## src/rtl/conv_pkg.sv

```systemverilog
// Shared types and helpers for the 1-D convolution controller.
package conv_pkg;

  typedef enum logic [1:0] {LOAD, CLEAR, MAC, OUT} conv_state_t;

  // Number of fully overlapping output positions for a frame.
  function automatic int num_y(input int data_n, input int filter_n);
    return data_n - filter_n + 1;
  endfunction

endpackage

```

## src/rtl/mod_counter.sv

```systemverilog
// Up-counter from 0 to LIMIT with synchronous reset, clear and wrap on increment at LIMIT.
module mod_counter #(
  parameter int WIDTH = 3,
  parameter int LIMIT = 7
) (
  input  logic             clk,
  input  logic             reset,
  input  logic             clear,
  input  logic             inc,
  output logic [WIDTH-1:0] count,
  output logic             at_max
);

  logic [WIDTH-1:0] count_q;
  logic [WIDTH-1:0] count_d;

  assign at_max = (count_q == WIDTH'(LIMIT));
  assign count  = count_q;

  // Clear wins over increment so a frame-end clear cannot be lost to a stray inc.
  always_comb begin
    count_d = count_q;
    if (clear) begin
      count_d = '0;
    end else if (inc) begin
      count_d = at_max ? '0 : count_q + WIDTH'(1);
    end
  end

  always_ff @(posedge clk) begin
    if (reset) begin
      count_q <= '0;
    end else begin
      count_q <= count_d;
    end
  end

endmodule

```

## src/rtl/conv_ctrl.sv

```systemverilog
// Control FSM for the 1-D convolution datapath: loads x/f, runs the MAC loop, hands out results.
// Build option CONV_KEEP_FILTER_EN keeps the filter loaded across frames once it has been loaded.
module conv_ctrl
  import conv_pkg::*;
#(
  parameter int DATA_N      = 8,
  parameter int FILTER_N    = 4,
  parameter int LG_DATA_N   = 3,
  parameter int LG_FILTER_N = 2
) (
  input  logic                   clk,
  input  logic                   reset,
  input  logic                   s_valid_x,
  output logic                   s_ready_x,
  input  logic                   s_valid_f,
  output logic                   s_ready_f,
  output logic [LG_DATA_N-1:0]   addr_x,
  output logic                   wr_en_x,
  output logic [LG_FILTER_N-1:0] addr_f,
  output logic                   wr_en_f,
  output logic                   clear_acc,
  output logic                   en_acc,
  output logic                   m_valid_y,
  input  logic                   m_ready_y,
  output conv_state_t            dbg_state
);

  localparam int NUM_Y = num_y(DATA_N, FILTER_N);

  // Handshakes: a transfer happens on a rising edge where valid and ready are both high.
  // Ready never depends on valid; a producer holds valid and data until the transfer.

  conv_state_t            state_q;
  conv_state_t            state_d;

  logic [LG_DATA_N:0]     cnt_x;
  logic [LG_FILTER_N:0]   cnt_f;
  logic [LG_DATA_N-1:0]   j;
  logic [LG_FILTER_N-1:0] k;
  logic                   x_full;
  logic                   f_full;
  logic                   j_last;
  logic                   k_last;
  logic                   inc_x;
  logic                   inc_f;
  logic                   inc_j;
  logic                   inc_k;
  logic                   clr_k;
  logic                   clr_f;
  logic                   frame_done;

`ifdef CONV_KEEP_FILTER_EN
  assign clr_f = 1'b0;
`else
  assign clr_f = frame_done;
`endif

  mod_counter #(.WIDTH(LG_DATA_N + 1), .LIMIT(DATA_N)) u_cnt_x (
    .clk(clk), .reset(reset), .clear(frame_done), .inc(inc_x), .count(cnt_x), .at_max(x_full)
  );

  mod_counter #(.WIDTH(LG_FILTER_N + 1), .LIMIT(FILTER_N)) u_cnt_f (
    .clk(clk), .reset(reset), .clear(clr_f), .inc(inc_f), .count(cnt_f), .at_max(f_full)
  );

  mod_counter #(.WIDTH(LG_DATA_N), .LIMIT(NUM_Y - 1)) u_cnt_j (
    .clk(clk), .reset(reset), .clear(frame_done), .inc(inc_j), .count(j), .at_max(j_last)
  );

  mod_counter #(.WIDTH(LG_FILTER_N), .LIMIT(FILTER_N - 1)) u_cnt_k (
    .clk(clk), .reset(reset), .clear(clr_k), .inc(inc_k), .count(k), .at_max(k_last)
  );

  always_comb begin
    state_d    = state_q;
    s_ready_x  = 1'b0;
    s_ready_f  = 1'b0;
    wr_en_x    = 1'b0;
    wr_en_f    = 1'b0;
    addr_x     = '0;
    addr_f     = '0;
    clear_acc  = 1'b0;
    en_acc     = 1'b0;
    m_valid_y  = 1'b0;
    inc_x      = 1'b0;
    inc_f      = 1'b0;
    inc_j      = 1'b0;
    inc_k      = 1'b0;
    clr_k      = 1'b0;
    frame_done = 1'b0;
    unique case (state_q)
      LOAD: begin
        s_ready_x = !x_full;
        s_ready_f = !f_full;
        wr_en_x   = s_valid_x & s_ready_x;
        wr_en_f   = s_valid_f & s_ready_f;
        addr_x    = LG_DATA_N'(cnt_x);
        addr_f    = LG_FILTER_N'(cnt_f);
        inc_x     = wr_en_x;
        inc_f     = wr_en_f;
        if (x_full && f_full) begin
          state_d = CLEAR;
        end
      end
      CLEAR: begin
        clear_acc = 1'b1;
        clr_k     = 1'b1;
        state_d   = MAC;
      end
      MAC: begin
        // j + k stays below DATA_N because j never exceeds DATA_N - FILTER_N.
        en_acc  = 1'b1;
        addr_x  = j + LG_DATA_N'(k);
        addr_f  = k;
        inc_k   = 1'b1;
        if (k_last) begin
          state_d = OUT;
        end
      end
      OUT: begin
        m_valid_y = 1'b1;
        if (m_ready_y) begin
          if (j_last) begin
            frame_done = 1'b1;
            state_d    = LOAD;
          end else begin
            inc_j   = 1'b1;
            state_d = CLEAR;
          end
        end
      end
      default: state_d = LOAD;
    endcase
    if (reset) begin
      s_ready_x = 1'b0;
      s_ready_f = 1'b0;
      wr_en_x   = 1'b0;
      wr_en_f   = 1'b0;
      addr_x    = '0;
      addr_f    = '0;
      clear_acc = 1'b0;
      en_acc    = 1'b0;
      m_valid_y = 1'b0;
    end
  end

  always_ff @(posedge clk) begin
    if (reset) begin
      state_q <= LOAD;
    end else begin
      state_q <= state_d;
    end
  end

  assign dbg_state = reset ? LOAD : state_q;

endmodule

```

## config.mk

```make
export PLATFORM = sky130hd
export DESIGN_NAME = conv_ctrl
export DESIGN_NICKNAME = d
export VERILOG_FILES = /design/src/rtl/conv_pkg.sv /design/src/rtl/mod_counter.sv /design/src/rtl/conv_ctrl.sv
export SDC_FILE = /design/constraint.sdc
export NUM_CORES = 1
export LEC_CHECK = 0
export ABC_AREA = 1
export CORE_MARGIN = 1
export CORE_UTILIZATION = 50
export CTS_CLUSTER_DIAMETER = 200
export DETAILED_ROUTE_END_ITERATION = 10
export MAX_ROUTING_LAYER = met4
export PLACE_DENSITY = 0.79
export RECOVER_POWER = 50
export SLEW_MARGIN = 20
export SYNTH_ARGS = -nofsm -noshare
export SYNTH_HDL_FRONTEND = slang
export SYNTH_SLANG_ARGS = --single-unit
```

## constraint.sdc

```tcl
create_clock -name clk -period 1.8 [get_ports clk]
set_input_delay 0.36 -clock clk [delete_from_list [all_inputs] [get_ports clk]]
set_output_delay 0.36 -clock clk [all_outputs]
set_load 0.005 [all_outputs]
```

== Word level (Yosys, flattened, before mapping) ==
Cells that the tools add are included.

* Reductions and logical operators: 7
* $add $sub $neg: 5
* Equal/unequal tests: 10
* Bitwise operators: 2
* Muxes and demuxes: 34

{| class="wikitable"
|+ Operators by type and width
! kind !! count
|-
| $mux 1 || 21
|-
| $mux 2 || 6
|-
| $mux 3 || 3
|-
| $pmux 2 s4 || 1
|-
| $add 3x1->3 const B || 2
|-
| $eq 2x2->1 const B || 3
|-
| $eq 3x3->1 const B || 2
|-
| $pmux 3 s2 || 1
|-
| $add 4x1->4 const B || 1
|-
| $eq 4x4->1 const B || 1
|-
| $mux 4 || 1
|-
| $ne 2x2->1 const B || 2
|-
| $pmux 2 s2 || 1
|-
| $reduce_or 2->1 || 2
|-
| $add 3x2->3 || 1
|-
| $reduce_and 3->1 || 1
|-
| $add 2x1->2 const B || 1
|-
| $and 1x1->1 || 2
|-
| $eq 2x1->1 const B || 1
|-
| $logic_not 1->1 || 2
|-
| $logic_not 2->1 || 1
|-
| $ne 2x1->1 const B || 1
|-
| $logic_and 1x1->1 || 1
|}

* Input port bits: 5
* Register bits after elaboration: 14
* Output and inout bits: 14
* Logic and storage cells: 63

== Depth between registers and ports, before layout ==
* Depth in word-level cells: 5
* Gate-level depth with buffers: 9
* Mapped depth without buffers: 9

== Modules after synthesis ==
From an unflattened synthesis, not the netlist that was laid out.

* Cells, all modules: 164
* Area total of the unflattened synthesis: 1082.3 sq um

{| class="wikitable"
|+ Modules (own cells, without submodules)
! module !! seq. area each (sq um) !! times used !! area an instance (sq um) !! cells an instance
|-
| conv_ctrl || 40.0 || 1 || 430.4 || 72
|-
| mod_counter (u_cnt_f ...) || 60.1 || 2 || 170.2 || 24
|-
| mod_counter (u_cnt_x) || 80.1 || 1 || 214.0 || 30
|-
| mod_counter (u_cnt_k) || 40.0 || 1 || 97.6 || 14
|}

== Least setup slack after synthesis ==
No wires, ideal clock.

* Kind: reg2out
* Start: register u_cnt_j.count_q[0] (netlist: u_cnt_j.count[0])
* End: output addr_x[2]
* Setup slack: 0.188 ns
* Data required time: 1.440 ns
* Arrival time: 1.252 ns
* Stages on the path, launching flop included: 7
* Path buffers: 0
* Path through: dfxtp_1 ha_1 inv_1 fa_1 a21oi_1 o21ai_0 a21oi_1

* Cells in the longest elaborated chain, start to end: 3

{| class="wikitable"
|+ Ends and longest elaborated chain
! what !! line !! source
|-
| start, declared || mod_counter.sv:14 || <nowiki>logic [WIDTH-1:0] count_q;</nowiki>
|-
| start signal, assigned || mod_counter.sv:34 || <nowiki>count_q <= count_d;</nowiki>
|-
| $add 3x2->3 || conv_ctrl.sv:113 || <nowiki>addr_x = j + LG_DATA_N'(k);</nowiki>
|-
| $pmux 3 s2 || conv_ctrl.sv:91 || <nowiki>unique case (state_q)</nowiki>
|-
| $mux 3 || conv_ctrl.sv:134 || <nowiki>if (reset) begin</nowiki>
|-
| end, declared || conv_ctrl.sv:17 || <nowiki>output logic [LG_DATA_N-1:0] addr_x,</nowiki>
|}

No other way between the ends.

== Final worst setup path ==
* Start: register u_cnt_k.count_q[0] (netlist: u_cnt_k.count[0])
* End: output addr_x[2]

* Cells in the longest elaborated chain, start to end: 3

{| class="wikitable"
|+ Ends and longest elaborated chain
! what !! line
|-
| start, declared || mod_counter.sv:14
|-
| start signal, assigned || mod_counter.sv:34
|-
| $add 3x2->3 || conv_ctrl.sv:113
|-
| $pmux 3 s2 || conv_ctrl.sv:91
|-
| $mux 3 || conv_ctrl.sv:134
|}

No other way between the ends.

==> impl_results.md <==
- Synth top area cells: dfxtp_1 27%, ha_1 15%, nand2_1 7.8%, inv_1 7.5%, nor2_1 7.5%
- Slew Limit Fails: 0
- Final Util: 0.848
- CP cell instances: ha_4 -> inv_2 -> fa_2 -> buf_4 -> o21ai_2 -> a21oi_1 -> buf_2
- DRT iter0 DRCs: 44
- Layout cells sized above 1: 0.483
- Tcrit/Tclk final: 1.15
- Worst hold path type: flip-flop to flip-flop
- Setup WS pre-CTS: -0.353 ns
- Vias in the first global route: between 1000 and 1500
- Leading area contributor after synthesis: dfxtp_1
- Antenna violations before repair: 0
- XOR/XNOR share of the synthesized area: 0.00828
- F_max: just under 0.5 GHz
- Crit path max-delay cell type: dfxtp_2
- Multiplexer share of the synthesized area: 0
- Port Buffers: 18
- Via Count: between 1000 and 1500
- Commonest cells after routing, fill and taps aside: 34 x buf_4, 19 x nand2_1, 18 x nor2_1
- I/O Pins: 19
- Lkg Pwr: between 0.7 and 0.8 nW
- Largest family of logic cells by synthesized area: simple AND/OR/NAND/NOR gates
- Htree depth: 1
- CTS tree: yes
- Synth Area in Adders: 0.173
- Total wire length: roughly 3600 um
- Worst Path Arrival: about 1.7 ns
- Pre-antenna DRT Iters: 4
- Syn nets: around 160
- # diodes: 0
- Area growth, synth to finish: 58.9%
- Core area: between 1500 and 2000 um2
- Post-DP HPWL: around 2100 um
- First-pass GRT wire length: roughly 4900 um
- Syn avg cell area: 7.39 um2
- Crit path launch type: flip-flop
- Worst-Skew Late Latency: 0.29 ns
- Most common cell after layout, fill and taps aside: buf_4
- Initial Util: 0.533
- Status: complete, but fails checks
- Die Span Y: about 48 um
- Crit Path Class: flip-flop to output port
- Crit end category: output port
- Final setup violation count: 4
- Routed Antenna Nets: 0
- Sink Count: 14
- CTS Buf Count: 3
- Via density: 5.38
- Largest net degree at the start of global routing: 8
- Failing checks: negative setup slack
- Wire per inst: between 15 and 20 um
- RSZ-0062 raised after global routing: yes
- Post-synthesis instance total: 143
- Req. time, crit path: between 1 and 1.5 ns
- Full die area: approximately 2300 um2
- Sequential fraction of the synthesis area: 0.265
- Max-cap check violation count: 0
- Fin nets: between 200 and 250
- Clock skew: approximately 0.0047 ns
- Slew margin rel.: 0.823
- Pwr dens: between 300 and 400 nW/um2
- Max incr delay on CP: 0.36 ns
- Max Fanout on Critical Path: 2
- GRT Total Usage: 0.323
- Top cell type's share of synthesized area: 0.265
- Synth Register Bits: 14
- RePlAce Congestion: 0.811
- Netlist cell types: 28
- Grt ovf: 0
- CTS Root Buffer Type: clkbuf_4
- Final hold vios: 0
- Synthesized area: 1060 um2
- # rows: 16
- DRC violation count after routing: 0
- CTS max path bufs: 2
- Yosys warning total: 0
- Hold Buf Count CTS: 0
- Clock-pin slew on the worst setup and hold paths: about 0.09 ns
- Actual slew at the worst max-slew pin: between 0.2 and 0.3 ns
- Synth Area in Compound Gates: 0.143
- Die X: between 40 and 50 um
- Worst VDD drop: between 0.4 and 0.5 mV
- Simple-Gate Fraction of Synth Area: 0.307
- Min Tclk post-route: slightly above 2 ns
- Final setup margin: -0.268 ns
- Fill count: 113
==> per-layer routing <==
metal | vias up | global-route usage | wire length (um)
met3 | 18 | 0.0453 | 221
met5 | - | - | 0
met2 | 68 | 0.562 | 1890
met4 | 0 | 0.167 | 145
met1 | 567 | 0.353 | 1380
li1 | 584 | - | -
==> flip-flops by register name, summed over array words and instances (netlist names) <==
| name | flops |
|---|---|
| u_cnt_x.count | 4 |
| u_cnt_k.count | 2 |
| u_cnt_f.count | 3 |
| state_q | 2 |
| u_cnt_j.count | 3 |
==> power breakdown <==
part | switching [mW] | internal (mW)
registers | 0.00611 | 0.317
clock network | 0.114 | 0.0780
logic | 0.0666 | 0.0635
==> stage by stage <==
step	total power [mW]	instances	hold WS, ns	TNS (ns)	area, um2
6_report	0.646	230	0.499	-0.369	1680
5_1_grt	0.660	230	0.525	-0.474	1680
4_1_cts	0.633	227	0.497	-0.353	1630
3_5_place_dp	0.459	216	0.482	-3.53	1480
3_3_place_gp	0.454	216	0.464	-3.25	1480
2_1_floorplan	0.386	143	0.452	0	1060
==> worst max-delay path, delay by kind of cell (launching register included) <==
family / cells / cell delay [ns]
AO/OA/AOI/OAI: 2 / 0.25
adder cells (fa/ha/maj): 2 / 0.49
buffers and inverters: 3 / 0.31
flip-flops: 1 / 0.36
==> cell type report <==
class	count	area, um2	share of cell area
multi-input combinational	102	771	0.459
tap	27	33.8	0.0201
sequential	14	289	0.172
inverter	25	103	0.0611
timing repair buffer	59	462	0.275
clock buffer	3	22.5	0.0134
==> final timing paths <==
check | start | endpoint | slack, ns | depth (start not counted)
hold reg to reg | u_cnt_f.count[1] | u_cnt_f.count[1] | 0.50 | 2
setup / recovery | u_cnt_k.count[0] | addr_x[2] | -0.27 | 7
hold / removal | u_cnt_f.count[1] | u_cnt_f.count[1] | 0.50 | 2
setup reg to reg | u_cnt_j.count[0] | u_cnt_j.count[1] | 0.24 | 8
==> Yosys cell counts <==
cell type  number
o21ai_1         3
a21oi_2         2
buf_6           1
nor3b_2         1
a32o_1          1
nand3_2         1
a21oi_1         8
dfxtp_1        14
ha_1           13
inv_2           3
clkinv_2        1
buf_1           1
nand2_4         4
nand3b_1        2
o21ai_4         1
fa_1            1
o21ai_0         6
nand3_1         4
nand4_1         3
a211oi_1        2
nand3_4         1
o21bai_1        1
nor3_1          1
nand2_2         3
xor2_1          1
inv_1          21
nor2_1         21
nand2_1        22
==> repair_timing <==
item / CTS / global route
cloned: 0 / 0
resized for setup: 72 / 16
setup buffers: 8 / 3
pin swaps: 8 / 11
setup endpoints to repair: 14 / 8
==> kinds of logic after synthesis <==
family                   count (synthesis)
AO/OA/AOI/OAI                           24
XOR/XNOR                                 1
adder cells (fa/ha/maj)                 14
buffers and inverters                   27
flip-flops                              14
AND/OR/NAND/NOR                         63
(Power assumes the default switching activity.)
==> variant 1: new RTL, same settings <==
Set the parameter `LG_FILTER_N` to 4 (it was 2).
--- a/src/rtl/conv_ctrl.sv
+++ b/src/rtl/conv_ctrl.sv
@@ -7,5 +7,5 @@
   parameter int FILTER_N    = 4,
   parameter int LG_DATA_N   = 3,
-  parameter int LG_FILTER_N = 2
+  parameter int LG_FILTER_N = 4
 ) (
   input  logic                   clk,
Interface: changed (resized addr_f); port bits go from 19 to 21. No check against the original RTL was run, so the function may have changed too.
==> variant 1 against the original RTL <==
Clock skew barely moved; first-iteration DRC count did not move; final cell count is 21% higher; area after synthesis increased by 23%; sequential cell count increased by 4; critical path depth unchanged; power increased by 25%; cell area increased by 16%; wire length up 19%; sequential share of layout area grew 1.8 points; critical endpoint unchanged; the flow still finishes with violations (negative setup slack); largest cell class unchanged; worst setup slack improved by 24 ps.
==> variant 1: results (changes against the original RTL) <==
[run_status]
status = complete, but fails checks
violations = negative setup slack

[clocking]
numCtsBuffers = 3  ; unchanged
cts.clk_slew.worst_paths_ps = 110  ; +20 ps
clk_latency_ps = 310  ; +20 ps

[detailed_routing]
initialDrtViolationCount = 44  ; unchanged
viasPerCell = 5.42  ; +0.79%
wl_mm = 4.32  ; +19%

[place]
place_ws_ps = -358  ; -5.21 ps
dpl.cell_count = 267  ; +24%
io_buffers = 20  ; +2
place_congestion = 0.887  ; +9.4%
dp_hpwl_mm = 2.63  ; +24%

[power]
power_frac_seq = 0.508  ; +0.007
p_leak_nw = 0.859  ; +13%
ir_worst_vdd_uv = 386  ; -12%
p_switching_uw = 217  ; +16%

[global_routing]
grt_usage = 0.319  ; -0.00439
use_met1 = 0.344  ; -0.00925
antenna_found_initial = 0  ; unchanged
gr-usage-met2 = 0.553  ; -0.00942
grt_pass1_vias = 1394  ; +23%
grt_pass1_wl_mm = 6.10  ; +26%
met3_usage = 0.0316  ; -0.0137
grt_max_degree = 11  ; +3

[synthesis]
synthCells = 190  ; +33%
ys.warnings.count = 0  ; unchanged
async_flop_share = 0  ; unchanged
yosysSeqAreaShare = 0.276  ; +0.0113
synth_nets = 209  ; +29%
synthTopCellsByCount = 39 x nand2_1, 27 x nor2_1, 26 x inv_1
synth_area_leaders = dfxtp_1 28%, ha_1 12%, nand2_1 11%
yosysUniqueCellTypes = 32  ; +14%

[finish]
fill_cells = 168  ; +49%
fin_cells = 278  ; +21%
largest_reg_flops = 5  ; +1
fin_nets = 268  ; +20%
drive_gt1_frac = 0.411  ; -0.0715

[sta]
setup_ws_ps = -244  ; +24.2 ps
relSlewSlack = 0.621  ; -0.203
fin_skew_ps = 5.11  ; +0.376 ps
setup_viol = 9  ; +5

[critical_path]
cp.arrival_ps = 1680  ; -30 ps
critPathMaxStageDelay_ps = 390  ; +30 ps

## variant 1: cell types whose count changed after synthesis, sizes merged, moves of 4 or more
cell | unedited run | this run
nor2 | 21 | 31
a21oi | 10 | 15
inv | 24 | 28
dfxtp | 14 | 18
nand2 | 29 | 44
nand3 | 6 | 17
## variant 1: repair_timing
item / in CTS / in global routing
endpoints found under the setup margin: 16 / 12
gates resized for setup: 76 / 31
pin swaps: 8 / 8
buffers inserted: 5 / 2
## variant 1: power by group through the flow
stage	logic [mW]	clock network, mW	registers [mW]
finish	0.128	0.268	0.410
global placement	0.119	0	0.419
floorplan	0.0541	0	0.422
CTS	0.121	0.266	0.410
global route	0.140	0.290	0.411
detailed placement	0.125	0	0.419
## variant 1: path summary, 6_finish.rpt
path / startpoint / endpoint / slack [ps] / cells past startpoint
min reg2reg: u_cnt_f.count[0]$_SDFFE_PP0P_ / u_cnt_f.count[0]$_SDFFE_PP0P_ / 490 / 2
max reg2reg: u_cnt_j.count[1]$_SDFFE_PP0P_ / u_cnt_x.count[3]$_SDFFE_PP0P_ / 20 / 7
max: u_cnt_k.count[0]$_SDFFE_PP0N_ / addr_x[2] / -240 / 7
min: u_cnt_f.count[0]$_SDFFE_PP0P_ / u_cnt_f.count[0]$_SDFFE_PP0P_ / 490 / 2
## variant 1: critical path, delay by kind of cell (launching register included)
family,cells,cell delay [ps]
flip-flops,1,390
AO/OA/AOI/OAI,2,240
AND/OR/NAND/NOR,1,100
adder cells (fa/ha/maj),2,490
buffers and inverters,2,160
## variant 1: kinds of logic (layout without fill, tap and decap cells)
| group | count (synthesis) | after routing | share of synthesized area |
|---|---|---|---|
| AOI/OAI and AO/OA | 29 | 29 | 0.135 |
| xor gates and xnor gates | 2 | 2 | 0.0134 |
| adders and majority gates | 14 | 14 | 0.140 |
| buffers and inverters | 32 | 90 | 0.102 |
| DFF | 18 | 18 | 0.276 |
| and+or+nand+nor | 95 | 95 | 0.333 |
## variant 1: through the flow
step,power [mW],cell area [sq um],util,hold slack (ps),setup TNS (ps)
after floorplan,0.476,1300,-,463,0
after global placement,0.537,1750,0.705,483,-3670
after detailed placement,0.545,1750,0.705,502,-3920
after CTS,0.797,1880,0.758,500,-434
after global routing,0.841,1950,0.788,518,-1870
final,0.807,1950,0.788,493,-1010
## variant 1: metal layers
| metal | part of all wire | routed length [microns] | up-vias |
|---|---|---|---|
| met5 | 0 | 0 | - |
| li1 | - | - | 723 |
| met3 | 0.052 | 224 | 23 |
| met2 | 0.50 | 2160 | 58 |
| met4 | 0.057 | 246 | 0 |
| met1 | 0.39 | 1680 | 703 |
## variant 1: final cells by class
type	count	area, sq um	area share
clock buffers	4	36.3	0.0186
inverters	28	115	0.0590
multi-input cells	140	937	0.480
flip-flops and latches	18	370	0.190
well taps	30	37.5	0.0192
repair buffers	58	455	0.233
==> variant 2: new RTL, same settings <==
Without the edit above. Put a register stage on the output `dbg_state`, without a reset. The value now appears one clock later. The other outputs are not delayed to match.
--- a/src/rtl/conv_ctrl.sv
+++ b/src/rtl/conv_ctrl.sv
@@ -153,5 +153,7 @@
   end
 
-  assign dbg_state = reset ? LOAD : state_q;
+  always_ff @(posedge clk) begin
+    dbg_state <= reset ? LOAD : state_q;
+  end
 
 endmodule
Behaviour: not the same (Yosys sat finds a counterexample within 10 cycles, from zero or initial values and one cycle with reset high).
==> variant 2 against the original RTL <==
The run still ends with negative setup slack left; critical path depth unchanged; cell area down 1.6%; power up 16%; area after synthesis up 3.2%; worst setup slack worse by 47 ps; wire length about the same; synthesized cell count up 2.8%; sequential cell count up 2; critical path type unchanged; critical endpoint unchanged; sequential power up 14%; clock skew up 6.3 ps.
==> variant 2: results (changes against the original RTL) <==
[run_status]
status = complete, but fails checks
violations = negative setup slack

[critical_path]
timing.rr.end = u_cnt_f.count[2]$_SDFFE_PP0P_
rrSetupSlack_ps = 190  ; -50 ps
cp.arrival_ps = 1750  ; +40 ps
critPathLaunch = u_cnt_j.count[0]$_SDFFE_PP0P_

[synthesis]
synth_fa_ha_area_frac = 0.167  ; -0.00535
synth_xor_area_frac = 0.00803  ; -0.000257
synth_area_leaders = dfxtp_1 29%, ha_1 15%, nand2_1 7.6%
yosysUniqueCellTypes = 26  ; -7.1%
synthCells = 147  ; +2.8%

[sta]
worst_pin_slew_ps = 328  ; +64.6 ps
setup_viol = 3  ; -1
hold_slack_ps = 502  ; +2.78 ps
setup_ws_ps = -315  ; -47.1 ps
setup_tns_ps = -485  ; -116 ps

[place]
place_congestion = 0.838  ; +3.3%
place_area_sq_mm = 0.00146  ; -1.4%
dp_hpwl_mm = 2.04  ; -4.1%
dpl.cell_count = 213  ; -1.4%

[clocking]
cts_resized = 57  ; -21%
cts_setup_buffers = 5  ; -3

[power]
ir_worst_vdd_uv = 432  ; -1.3%

[global_routing]
grt_pass1_wl_mm = 5.42  ; +12%
grt_usage = 0.315  ; -0.00763
grt_max_degree = 10  ; +2

[finish]
fin_cells = 224  ; -2.6%
drive_gt1_frac = 0.431  ; -0.0513

[detailed_routing]
initialDrtViolationCount = 36  ; -18%
viasPerCell = 5.46  ; +1.4%

-- variant 2: worst reg2reg max path: stages (launching register included) --
cell	delay (ps)
dfxtp_2	370
buf_4	130
inv_1	70
ha_1	230
nand2_1	160
inv_2	80
a21oi_4	230
inv_2	120
a21oi_1	140
-- variant 2: report_power, final --
group	switching, mW	leakage, nW	internal, mW
Clock	0.129	0.0210	0.123
Sequential	0.00623	0.133	0.362
Combinational	0.0658	0.577	0.0594
-- variant 2: per-layer routing --
| layer | global-route usage | up-vias | wire length [microns] |
|---|---|---|---|
| met3 | 0.0440 | 23 | 173 |
| met5 | - | - | 0 |
| met2 | 0.553 | 67 | 1820 |
| met1 | 0.333 | 562 | 1430 |
| met4 | 0.191 | 0 | 207 |
| li1 | - | 570 | - |
-- variant 2: layout make-up --
cell class | instances | area (sq um)
repair buffers | 48 | 379
multi-input cells | 104 | 771
clock buffers | 4 | 36.3
flip-flops and latches | 16 | 332
well taps | 27 | 33.8
fillers | 121 | 348
inverters | 25 | 103
